--- config.mk ---
export PLATFORM = sky130hd
export DESIGN_NAME = csr_rmw_unit
export DESIGN_NICKNAME = d
export VERILOG_FILES = /design/src/rtl/csr_pkg.sv /design/src/rtl/csr_rmw_alu.sv /design/src/rtl/csr_rmw_unit.sv
export SDC_FILE = /design/constraint.sdc
export NUM_CORES = 1
export LEC_CHECK = 0
export CAP_MARGIN = 20
export CORE_UTILIZATION = 55
export CTS_CLUSTER_SIZE = 8
export DETAILED_ROUTE_END_ITERATION = 7
export DONT_BUFFER_PORTS = 1
export PLACE_DENSITY = 0.73
export SLEW_MARGIN = 25
export SYNTH_ARGS = -nofsm -noshare
export SYNTH_HDL_FRONTEND = slang
export SYNTH_HIERARCHICAL = 1
export SYNTH_SLANG_ARGS = --single-unit
export TNS_END_PERCENT = 5
--- constraint.sdc ---
create_clock -name clk -period 2.66 [get_ports clk]
set_input_delay 0.266 -clock clk [delete_from_list [all_inputs] [get_ports clk]]
set_output_delay 0.266 -clock clk [all_outputs]
set_load 0.01 [all_outputs]
--- src/rtl/csr_pkg.sv ---
// Shared types for the CSR read-modify-write unit: op encoding, FSM states and
// the read-only address-space test.
package csr_pkg;

  localparam int unsigned CSR_ADDR_W = 12;

  typedef enum logic [1:0] {
    ILLEGAL = 2'b00,
    RW      = 2'b01,
    RS      = 2'b10,
    RC      = 2'b11
  } csr_op_e;

  typedef enum logic [1:0] {
    IDLE = 2'b00,
    READ = 2'b01,
    MOD  = 2'b10,
    RESP = 2'b11
  } csr_state_e;

  // Top two address bits both set marks the read-only CSR space.
  function automatic logic is_csr_ro(input logic [CSR_ADDR_W-1:0] addr);
    return addr[CSR_ADDR_W-1 -: 2] == 2'b11;
  endfunction

endpackage

--- src/rtl/csr_rmw_alu.sv ---
// Combinational modify step: combines the old CSR value with the operand
// according to the op (write, set bits, clear bits).
module csr_rmw_alu
  import csr_pkg::*;
#(
  parameter int DATA_W = 32
) (
  input  csr_op_e           i_op,
  input  logic [DATA_W-1:0] i_old,
  input  logic [DATA_W-1:0] i_operand,
  output logic [DATA_W-1:0] o_new
);

  always_comb begin
    o_new = i_operand;
    case (i_op)
      RS:      o_new = i_old | i_operand;
      RC:      o_new = i_old & ~i_operand;
      default: o_new = i_operand;
    endcase
  end

endmodule

--- src/rtl/csr_rmw_unit.sv ---
// Zicsr read-modify-write sequencer between execute and CSR storage.
// States: IDLE accept | READ read strobe | MOD modify+write | RESP hold response.
module csr_rmw_unit
  import csr_pkg::*;
#(
  parameter int ADDR_W   = 12,
  parameter int DATA_W   = 32,
  parameter bit RO_CHECK = 1'b1
) (
  input  logic              clk,
  input  logic              rst_n,
  input  logic              req_valid,
  output logic              req_ready,
  input  logic [1:0]        req_op,
  input  logic [ADDR_W-1:0] req_addr,
  input  logic [DATA_W-1:0] req_operand,
  input  logic              req_no_read,
  input  logic              req_no_write,
  output logic              rsp_valid,
  input  logic              rsp_ready,
  output logic [DATA_W-1:0] rsp_rdata,
  output logic              rsp_illegal,
  output logic              csr_read,
  output logic [ADDR_W-1:0] csr_read_addr,
  input  logic [DATA_W-1:0] csr_read_data,
  output logic              csr_write,
  output logic [ADDR_W-1:0] csr_write_addr,
  output logic [DATA_W-1:0] csr_write_data
);

  csr_state_e        r_state, w_state_nxt;
  csr_op_e           r_op;
  logic [ADDR_W-1:0] r_addr;
  logic [DATA_W-1:0] r_operand;
  logic [DATA_W-1:0] r_rdata;
  logic              r_do_write, r_do_read, r_illegal;

  csr_op_e           w_op;
  logic              w_accept, w_do_write, w_do_read, w_illegal;
  logic [DATA_W-1:0] w_old, w_new;

  assign w_op       = csr_op_e'(req_op);
  assign w_accept   = req_valid && (r_state == IDLE);
  assign w_do_write = (w_op == RW) || !req_no_write;
  assign w_do_read  = !req_no_read || (w_op != RW);
  assign w_illegal  = (w_op == ILLEGAL) ||
                      (RO_CHECK && w_do_write && is_csr_ro(req_addr[CSR_ADDR_W-1:0]));

  // A skipped read (RW with rd==x0) contributes an old value of zero.
  assign w_old = r_do_read ? csr_read_data : '0;

  csr_rmw_alu #(.DATA_W(DATA_W)) u_alu (
    .i_op     (r_op),
    .i_old    (w_old),
    .i_operand(r_operand),
    .o_new    (w_new)
  );

  always_ff @(posedge clk or negedge rst_n) begin
    if (!rst_n) begin
      r_state    <= IDLE;
      r_op       <= ILLEGAL;
      r_addr     <= '0;
      r_operand  <= '0;
      r_rdata    <= '0;
      r_do_write <= 1'b0;
      r_do_read  <= 1'b0;
      r_illegal  <= 1'b0;
    end else begin
      r_state <= w_state_nxt;
      if (w_accept) begin
        r_op       <= w_op;
        r_addr     <= req_addr;
        r_operand  <= req_operand;
        r_do_write <= w_do_write;
        r_do_read  <= w_do_read;
        r_illegal  <= w_illegal;
        r_rdata    <= '0;
      end else if (r_state == MOD) begin
        r_rdata <= w_old;
      end
    end
  end

  always_comb begin
    w_state_nxt    = r_state;
    req_ready      = 1'b0;
    rsp_valid      = 1'b0;
    rsp_rdata      = '0;
    rsp_illegal    = 1'b0;
    csr_read       = 1'b0;
    csr_read_addr  = '0;
    csr_write      = 1'b0;
    csr_write_addr = '0;
    csr_write_data = '0;
    case (r_state)
      IDLE: begin
        req_ready = 1'b1;
        if (req_valid) begin
          if (w_illegal)       w_state_nxt = RESP;
          else if (!w_do_read) w_state_nxt = MOD;
          else                 w_state_nxt = READ;
        end
      end
      READ: begin
        csr_read      = 1'b1;
        csr_read_addr = r_addr;
        w_state_nxt   = MOD;
      end
      MOD: begin
        if (r_do_write) begin
          csr_write      = 1'b1;
          csr_write_addr = r_addr;
          csr_write_data = w_new;
        end
        w_state_nxt = RESP;
      end
      RESP: begin
        rsp_valid   = 1'b1;
        rsp_rdata   = r_rdata;
        rsp_illegal = r_illegal;
        if (rsp_ready) w_state_nxt = IDLE;
      end
      default: w_state_nxt = IDLE;
    endcase
  end

endmodule

# Yosys cells after proc, flatten, opt, wreduce, memory -nomap -nowiden

Index checks and enable logic that the tools add are counted.

Bitwise logic cells: 3
Muxes and demuxes: 21
Reductions and logical operators: 11
Equality and inequality tests: 10

Operators with widths:

| operator             | number |
|---|---|
| $mux W32             | 6 |
| $pmux W32 S2         | 1 |
| $mux W12             | 3 |
| $and A32 B32 Y32     | 1 |
| $not A32 Y32         | 1 |
| $or A32 B32 Y32      | 1 |
| $eq A2 B2 Y1 const B | 5 |
| $mux W2              | 4 |
| $pmux W2 S4          | 1 |
| $mux W1              | 6 |
| $eq A2 B1 Y1 const B | 2 |
| $logic_not A2 Y1     | 2 |
| $ne A2 B2 Y1 const B | 2 |
| $logic_or A1 B1 Y1   | 3 |
| $logic_and A1 B1 Y1  | 2 |
| $logic_not A1 Y1     | 2 |
| $ne A2 B1 Y1 const B | 1 |
| $reduce_and A2 Y1    | 1 |
| $reduce_bool A2 Y1   | 1 |

Input bits: 84
Register bits after elaboration: 83
Output and inout bits: 93

# Longest topological paths before layout

Gate-level depths: netlist of the first run.

Depth after elaboration: 7
Depth in mapped cells: 7
Depth with buffers taken out: 5

# Modules after synthesis

The synthesis of the first run kept the hierarchy.

Modules (own cells, without submodules):

| module       | cells each | area each (sq um) | seq. area each (sq um) | times used |
|---|---|---|---|---|
| csr_rmw_unit | 473        | 4242.8            | 2077.0                 | 1 |
| csr_rmw_alu  | 73         | 509.2             | 0.0                    | 1 |

# Worst setup path before layout of the first run

No wires, ideal clock.

Path type: reg-to-output
Start: register r_state[0]
End: output csr_write_addr[0]
Buffers on the path: 3
Required time: 2.394 ns
Arrival: 1.243 ns
Cell stages (with the launch flop): 7
Setup slack: 1.151 ns
Cells stage by stage: dfrtp_1 inv_1 ha_1 buf_2 buf_6 buf_2 and3_1

Longest elaborated chain between the ends: 2

Ends and longest elaborated chain:

| what                     | RTL line           | source |
|---|---|---|
| start: declaration       | csr_rmw_unit.sv:31 | `csr_state_e r_state, w_state_nxt;` |
| start signal: assignment | csr_rmw_unit.sv:70 | `r_state <= w_state_nxt;` |
| $eq A2 B2 Y1             | csr_rmw_unit.sv:96 | `case (r_state)` |
| $mux W12                 | csr_rmw_unit.sv:96 |  |
| end: declaration         | csr_rmw_unit.sv:27 | `output logic [ADDR_W-1:0] csr_write_addr,` |

Every way passes these cells.

# Final worst setup path of the first run

Start: register r_state[0]
End: output csr_write_data[22]

Longest elaborated chain between the ends: 2

Ends and longest elaborated chain:

| what             | RTL line           | source |
|---|---|---|
| $eq A2 B2 Y1     | csr_rmw_unit.sv:96 |  |
| $mux W32         | csr_rmw_unit.sv:96 |  |
| end: declaration | csr_rmw_unit.sv:28 | `output logic [DATA_W-1:0] csr_write_data` |

Every way passes these cells.

==> results of run 1 <==
[layer usage]
metal / share of wire, % / global-route usage, % / wire length [µm] / vias to the layer above
li1: - / - / - / 1728
met1: 43 / 31.3 / 4740 / 1715
met2: 49 / 39.7 / 5310 / 124
met3: 6.9 / 6.44 / 753 / 10
met4: 1.2 / 7.32 / 134 / 0
met5: 0 / 0 / 0 / -
[through the flow]
step / instances / cell area, µm²
after floorplan: 546 / 4750
after global placement: 617 / 4710
after detailed placement: 617 / 4710
after CTS: 634 / 4920
after global routing: 634 / 4920
final: 634 / 4920
[cells in the final DEF, fill, tap and decap left out, drive strengths merged]
cell type,instances
nand2,141
clkinv,2
dlygate4sd3,1
mux2i,32
buf,10
o221ai,1
and2,80
dfrtp,83
o2111a,1
inv,4
o22ai,1
nand2b,1
and3b,1
a21oi,64
nand3b,2
o2bb2ai,1
clkbuf,12
mux2,2
ha,5
nor2,34
o21ai,2
and3,44
a31oi,2
bufinv,1
a21boi,1
or2,1
[final timing paths]
check	start	to
max	r_state[0]	csr_write_data[22]
min	req_operand[4]	r_operand[4]
max reg2reg	r_state[0]	r_addr[11]
min reg2reg	r_op[0]	r_op[0]
max in group asynchronous	rst_n	r_illegal
min in group asynchronous	rst_n	r_rdata[15]
[registers in the layout, summed over array words and instances (netlist names)]
name        count
r_addr         12
r_do_read       1
r_do_write      1
r_illegal       1
r_op            2
r_operand      32
r_rdata        32
r_state         2
[power groups by stage]
stage / Combinational [mW] / Clock, mW / Sequential, mW
2_1_floorplan: 2.33 / 0 / 2.05
3_3_place_gp: 2.56 / 0 / 2.18
3_5_place_dp: 2.65 / 0 / 2.20
4_1_cts: 2.69 / 0.877 / 2.18
5_1_grt: 2.99 / 0.927 / 2.25
6_report: 2.67 / 0.857 / 2.18
[logic make-up (layout without fill, tap and decap cells)]
logic type | count (synthesis) | in the layout | share of synthesized area (%)
adders and majority gates | 5 | 5 | 1.32
and+or+nand+nor | 304 | 304 | 31.0
buffers and inverters | 47 | 30 | 6.06
DFF | 83 | 83 | 43.7
muxes | 34 | 34 | 7.29
AOI/OAI and AO/OA | 73 | 73 | 10.6
[cell type report]
type | count | area [µm²] | share of cell area, %
clock buffers | 12 | 135 | 2.75
well taps | 105 | 131 | 2.67
flip-flops and latches | 83 | 2080 | 42.2
multi-input cells | 416 | 2400 | 48.9
repair buffers | 11 | 118 | 2.39
clock inverters | 3 | 40.0 | 0.814
inverters | 4 | 15.0 | 0.305
==> results.cfg, run 1 <==
[run_status]
outcome = finished clean

[sta]
period_needed_ns = 2.24
finalSetupViolCount = 0
post-route-period-util_pct = 84.3
maxSlewHeadroom_pct = 59.3
max_freq_mhz = 446
whs_ns = 0.0184
setup_slack_ns = 0.418
worstMarginPinSlew_ns = 0.611
finClkSkew_ns = 0.0113
drv_slew = 0
fin_tns_setup_ns = 0
rsz0062_at_grt = no
hold_viol = 0

[clocking]
cts.htree.levels = 3
cts_made_buffers = 9
clk_path_buf_depth = 2
holdBufCountCts = 2
postCtsSetupBuffers = 0
clock_sinks = 83
clkTransAtPathRegs_ns = 0.09
root_buffer = clkbuf_8
cts_resized = 0
clk_latency_ns = 0.34
cts_tree = done

[detailed_routing]
totalWireLength_um = 10900
wl_per_cell_um = 17.2
vias = 3577
dr.pass1.iters = 4
viasPerCell = 5.64
drc = 0
ant_nets = 0
first_iter_violations = 182

[synth]
ys.flop_type = dfrtp_1
ys_types = 32
synth_common_cells = 141 x nand2_1, 83 x dfrtp_1, 79 x and2_1, 44 x and3_1, 34 x a21oi_1
synth_most_common_cell = nand2_1
synth_area_leaders = dfrtp_1 44%, nand2_1 11%, and2_1 10%
synth-seq-cells = 83
syn_inst = 546
netlist.area_leader.share_pct = 43.7
synth_area_um2 = 4750
yosysSeqAreaShare_pct = 43.7
yosys_warnings = 6
synthArstFlopShare_pct = 100
synth_edf_count = 0
syn_avg_cell_area_um2 = 8.70
synth.largest_area_cell = dfrtp_1
synth_fp_nets = 635

[global_route]
first_global_vias = 3305
grt.overflow.total = 0
globalRouteTotalUtil_pct = 24.2
antenna_found_initial = 0
grt_first_pass_wirelength_um = 16500
grt_max_degree = 84

[floorplanning]
io-pin-count = 177
fp.dieH_um = 95.0
die_width_um = 95.0
row_count = 33
core_um2 = 8300
initial_core_util_pct = 57.3
die-area_um2 = 9020

[pwr]
leakagePower_nw = 2.51
power.density_nw_per_um2 = 1160
combPwrFrac_pct = 46.8
finalPower_mw = 5.71
p_sw_share_pct = 44.0
intPower_mw = 3.20
ir_worst_vdd_mv = 0.713
clock_power_share_pct = 15.0
p_sw_mw = 2.51
power_frac_seq_pct = 38.2

[worst_setup_path]
r2r_cells = 6
cp_top_family = adder cells
criticalPathCategory = reg2out
cp-start-kind = register
path_depth = 4
cpPeakStageDelay_ns = 0.56
cp_cell_sequence = inv_1 -> ha_4 -> buf_12 -> and3_1
arrival_ns = 1.98
worstPathMaxFanout = 50
worst-path-buf-inv = 2
worstPathRequired_ns = 2.39
cp-end-kind = primary output
reg2reg_slack_ns = 0.77
slowest_stage = ha_4

[cells_and_area]
drive_above_1_share_pct = 11.5
utilization_pct = 59.3
fillers = 759
antenna_cells = 0
fin_nets = 614
area_growth_pct = 3.53

[flow_run]
maxCapViolCount = 0

[placement]
gp_congestion = 0.814
io_buffers = 0
place_ws_ns = 0.779
hpwl_um = 7260

[hold_path]
hold_depth = 2
hold_class = in2reg
Power figures use the tool's default switching activity.
==> run 2: changes to the inputs <==
==> constraint.sdc (replaced) <==
create_clock -name clk -period 2.3 [get_ports clk]
set_input_delay 0.23 -clock clk [delete_from_list [all_inputs] [get_ports clk]]
set_output_delay 0.23 -clock clk [all_outputs]
set_load 0.01 [all_outputs]
==> run 2 against run 1 <==
  * Worst hold slack got worse by 0.0053 ns
  * Flip-flop and latch count unchanged
  * Highest routed layer unchanged
  * Setup slack got worse by 0.13 ns
  * Clock power increased by 16%
  * Clock skew decreased by 0.0063 ns
  * Largest power group unchanged
  * Global-route usage increased by 1.9 points
  * First-iteration DRC count decreased by 1.1%
==> results.cfg, run 2 (synthesized netlist as in run 1, its figures left out) <==
[clocking]
clock_sinks = 83
clkTransAtPathRegs_ns = 0.07
clk_latency_ns = 0.33
cts_resized = 0
cts_tree = done
cts_made_buffers = 9
root_buffer = clkbuf_8
clk_path_buf_depth = 2
cts.htree.levels = 3

[placement]
dp_cells = 618
hpwl_um = 7350
io_buffers = 0
place_ws_ns = 0.513
dpl_cell_area_um2 = 4750
gp_congestion = 0.894

[cells_and_area]
fillers = 700
fin_cells = 673
fin_area_um2 = 5360
final_common_cell = nand2_1
layout_common_cells = 140 x nand2_1, 83 x dfrtp_1, 78 x and2_1
drive_above_1_share_pct = 11.1
seq_area_um2 = 2080
multi_input_area_um2 = 2400
antenna_cells = 0
fin_nets = 654
area_growth_pct = 12.8
utilization_pct = 64.6
reg_top3 = r_operand (32), r_rdata (32), r_addr (12)

[sta]
hold_viol = 0
worstMarginPinSlew_ns = 0.607
rsz0062_at_grt = no
finClkSkew_ns = 0.00500
setup_slack_ns = 0.287
whs_ns = 0.0131
maxSlewHeadroom_pct = 59.6
drv_slew = 0
period_needed_ns = 2.01
post-route-period-util_pct = 87.5
fin_tns_setup_ns = 0
finalSetupViolCount = 0
max_freq_mhz = 497

[global_route]
first_global_vias = 3609
grt_first_pass_wirelength_um = 17800
globalRouteTotalUtil_pct = 26.1
grt_max_degree = 84
grt.overflow.total = 0
antenna_found_initial = 0

[detailed_routing]
drc = 0
totalWireLength_um = 11500
ant_nets = 0
wl_per_cell_um = 17.1
viasPerCell = 5.59
vias = 3764
dr.pass1.iters = 4
first_iter_violations = 180

[floorplanning]
initial_core_util_pct = 57.3
row_count = 33
core_um2 = 8300
io-pin-count = 177
die_width_um = 95.0
die-area_um2 = 9020
fp.dieH_um = 95.0

[worst_setup_path]
worstPathMaxFanout = 47
cp_cell_sequence = inv_1 -> ha_4 -> buf_12 -> and3_1
slowest_stage = dfrtp_1
worstPathRequired_ns = 2.07
criticalPathCategory = reg2out
worst-path-buf-inv = 2
cp-start-kind = register
cp-end-kind = primary output
cp_top_family = buffers and inverters
arrival_ns = 1.78
cpPeakStageDelay_ns = 0.43

[flow_run]
maxCapViolCount = 0

[run_status]
outcome = finished clean

[pwr]
intPower_mw = 3.81
power.density_nw_per_um2 = 1260
p_sw_share_pct = 43.5
ir_worst_vdd_mv = 1.06
p_sw_mw = 2.94
combPwrFrac_pct = 47.9
clock_power_share_pct = 14.7
power_frac_seq_pct = 37.4
leakagePower_nw = 2.69
finalPower_mw = 6.75

[hold_path]
hold_class = in2reg
==> run 2: cell types whose count changed in the layout (fill, tap and decap cells not counted) <==
| cell | before | now |
|---|---|---|
| dlygate4sd3_1 | 1 | 40 |
| buf_12 | 1 | 4 |
| buf_4 | 8 | 6 |
| clkbuf_1 | 3 | 1 |
| clkbuf_8 | 9 | 10 |
==> run 2: timing repair <==
item / 4_1_cts / 5_1_grt
hold endpoints to repair: 122 / 0
setup buffers: 0 / 0
hold buffers: 41 / 0
==> run 2: path summary, 6_finish.rpt <==
kind	from	to	slack (ns)	cells past startpoint
max	r_state[0]	csr_write_data[29]	0.29	4
min	req_addr[0]	r_addr[0]	0.01	2
max reg2reg	r_state[0]	r_illegal	0.45	5
min reg2reg	r_op[0]	r_op[0]	0.50	2
max in group asynchronous	rst_n	r_rdata[25]	1.52	2
min in group asynchronous	rst_n	r_rdata[15]	0.44	2
==> run 2: power by group through the flow <==
stage,Clock [mW],Sequential [mW],Combinational [mW]
global route,1.09,2.60,3.60
CTS,1.02,2.51,3.24
finish,0.993,2.52,3.23
detailed placement,0,2.53,3.13
floorplan,0,2.37,2.69
global placement,0,2.49,3.04
==> run 2: metal layers <==
layer / track usage [%] / share of wire, % / vias up
li1: - / - / 1811
met1: 33.0 / 43 / 1814
met2: 44.1 / 49 / 126
met3: 5.39 / 6.4 / 13
met4: 9.60 / 1.7 / 0
met5: 0 / 0 / -
==> run 2: final cells by class <==
type / count / share of cell area, %
multi-input combinational: 416 / 44.8
sequential: 83 / 38.7
clock buffer: 11 / 2.64
timing repair buffer: 51 / 10.3
clock inverter: 3 / 0.747
inverter: 4 / 0.280
tap: 105 / 2.45
==> run 3: changes to the inputs <==
--- a/config.mk
+++ b/config.mk
@@ -6,11 +6,12 @@
 export NUM_CORES = 1
 export LEC_CHECK = 0
 export CAP_MARGIN = 20
+export CORE_MARGIN = 2
 export CORE_UTILIZATION = 55
 export CTS_CLUSTER_SIZE = 8
 export DETAILED_ROUTE_END_ITERATION = 7
 export DONT_BUFFER_PORTS = 1
-export PLACE_DENSITY = 0.73
+export PLACE_DENSITY = 0.78
 export SLEW_MARGIN = 25
 export SYNTH_ARGS = -nofsm -noshare
 export SYNTH_HDL_FRONTEND = slang
==> run 3 against run 2 <==
  * Power rose by 0.47%
  * Worst hold slack improved by 0.011 ns
  * Maximum frequency fell by 3.6%
  * Non-clock buffer count rose by 7
  * Sequential share of layout area fell by 0.41 points
  * Via count rose by 3.4%
  * Cell count rose by 0.89%
  * Combinational power rose by 3%
  * Global-route usage fell by 0.56 points
  * Cell area rose by 1.1%
  * Setup slack got worse by 0.075 ns
  * Highest routed layer unchanged
==> results.cfg, run 3 (synthesized netlist as in run 1, its figures left out) <==
[run_status]
outcome = finished clean

[sta]
finClkSkew_ns = 0.0141
finalSetupViolCount = 0
period_needed_ns = 2.09
max_freq_mhz = 479
maxSlewHeadroom_pct = 60.2
worstMarginPinSlew_ns = 0.597
setup_slack_ns = 0.212
post-route-period-util_pct = 90.8
rsz0062_at_grt = no
hold_viol = 0
drv_slew = 0
whs_ns = 0.0241
fin_tns_setup_ns = 0

[pwr]
p_sw_mw = 2.99
power.density_nw_per_um2 = 1250
intPower_mw = 3.79
clock_power_share_pct = 14.2
p_sw_share_pct = 44.1
leakagePower_nw = 2.71
power_frac_seq_pct = 36.7
ir_worst_vdd_mv = 0.977
combPwrFrac_pct = 49.1
finalPower_mw = 6.78

[placement]
place_ws_ns = 0.517
hpwl_um = 7460
gp_congestion = 0.821
io_buffers = 0

[flow_run]
maxCapViolCount = 0

[clocking]
clkTransAtPathRegs_ns = 0.08
cts_tree = done
cts_made_buffers = 9
cts_resized = 0
root_buffer = clkbuf_8
clk_latency_ns = 0.34
clk_path_buf_depth = 2
clock_sinks = 83
cts.htree.levels = 3

[detailed_routing]
drc = 0
wl_per_cell_um = 17.9
first_iter_violations = 148
dr.pass1.iters = 5
totalWireLength_um = 12200
viasPerCell = 5.73
vias = 3892
ant_nets = 0

[worst_setup_path]
cp-end-kind = primary output
r2r-start = r_state[0]
arrival_ns = 1.86
cp-start-kind = register
cp_top_family = flip-flops
path_depth = 4
criticalPathCategory = reg2out
crit_start = r_state[0]
worst-path-buf-inv = 2
worstPathMaxFanout = 33
worstPathRequired_ns = 2.07
slowest_stage = dfrtp_1
cpPeakStageDelay_ns = 0.43
r2r_cells = 6
cp_cell_sequence = inv_1 -> ha_4 -> buf_12 -> and3_1

[global_route]
grt_max_degree = 84
grt.busiest_layer = met2
grt.overflow.total = 0
met3_usage_pct = 6.50
grtUsageMet1_pct = 31.6
first_global_vias = 3819
antenna_found_initial = 0
gr-usage-met2_pct = 44.1
grt_first_pass_wirelength_um = 19500
globalRouteTotalUtil_pct = 25.5

[cells_and_area]
drive_above_1_share_pct = 11.0
utilization_pct = 65.3
reg_top3 = r_operand (32), r_rdata (32), r_addr (12)
antenna_cells = 0
layout_common_cells = 140 x nand2_1, 83 x dfrtp_1, 78 x and2_1
final_common_cell = nand2_1
area_growth_pct = 14.0
fin_nets = 661

[floorplanning]
die-area_um2 = 9400
row_count = 33
core_um2 = 8300
initial_core_util_pct = 57.3
io-pin-count = 177
die_width_um = 97.0
fp.dieH_um = 97.0

[hold_path]
min_from = req_operand[22]
hold_depth = 2
hold_class = in2reg
run 3: path summary, 6_finish.rpt:
kind / endpoint / slack (ns)
min reg2reg: r_op[0] / 0.49
max in group asynchronous: r_rdata[13] / 1.47
max reg2reg: r_operand[14] / 0.46
min: r_operand[22] / 0.02
max: csr_write_data[28] / 0.21
min in group asynchronous: r_operand[27] / 0.47
run 3: timing repair:
action	in CTS	in global routing
hold buffers	47	1
endpoints found under the hold margin	128	1
setup buffers	0	0
run 3: per-stage QoR:
step	instance area, µm²	cells
2_1_floorplan	4750	546
3_3_place_gp	4750	618
3_5_place_dp	4750	618
4_1_cts	5410	678
5_1_grt	5420	679
6_report	5420	679
run 3: final cells by class:
class	count	area, µm²
clock buffer	9	124
clock inverter	4	45.0
fill	669	2880
inverter	4	15.0
multi-input combinational	416	2400
sequential	83	2080
tap	105	131
timing repair buffer	58	623
run 3: power by group through the flow:
stage | combinational (mW) | sequential (mW) | clock, mW
final | 3.33 | 2.49 | 0.964
after global routing | 3.68 | 2.55 | 1.06
after CTS | 3.31 | 2.46 | 0.994
after detailed placement | 3.20 | 2.48 | 0
after global placement | 3.10 | 2.45 | 0
after floorplan | 2.69 | 2.37 | 0
run 3: metal layers:
metal	wire length (µm)	up-vias
met2	6180	185
li1	-	1821
met3	881	22
met4	182	0
met5	0	-
met1	4940	1864
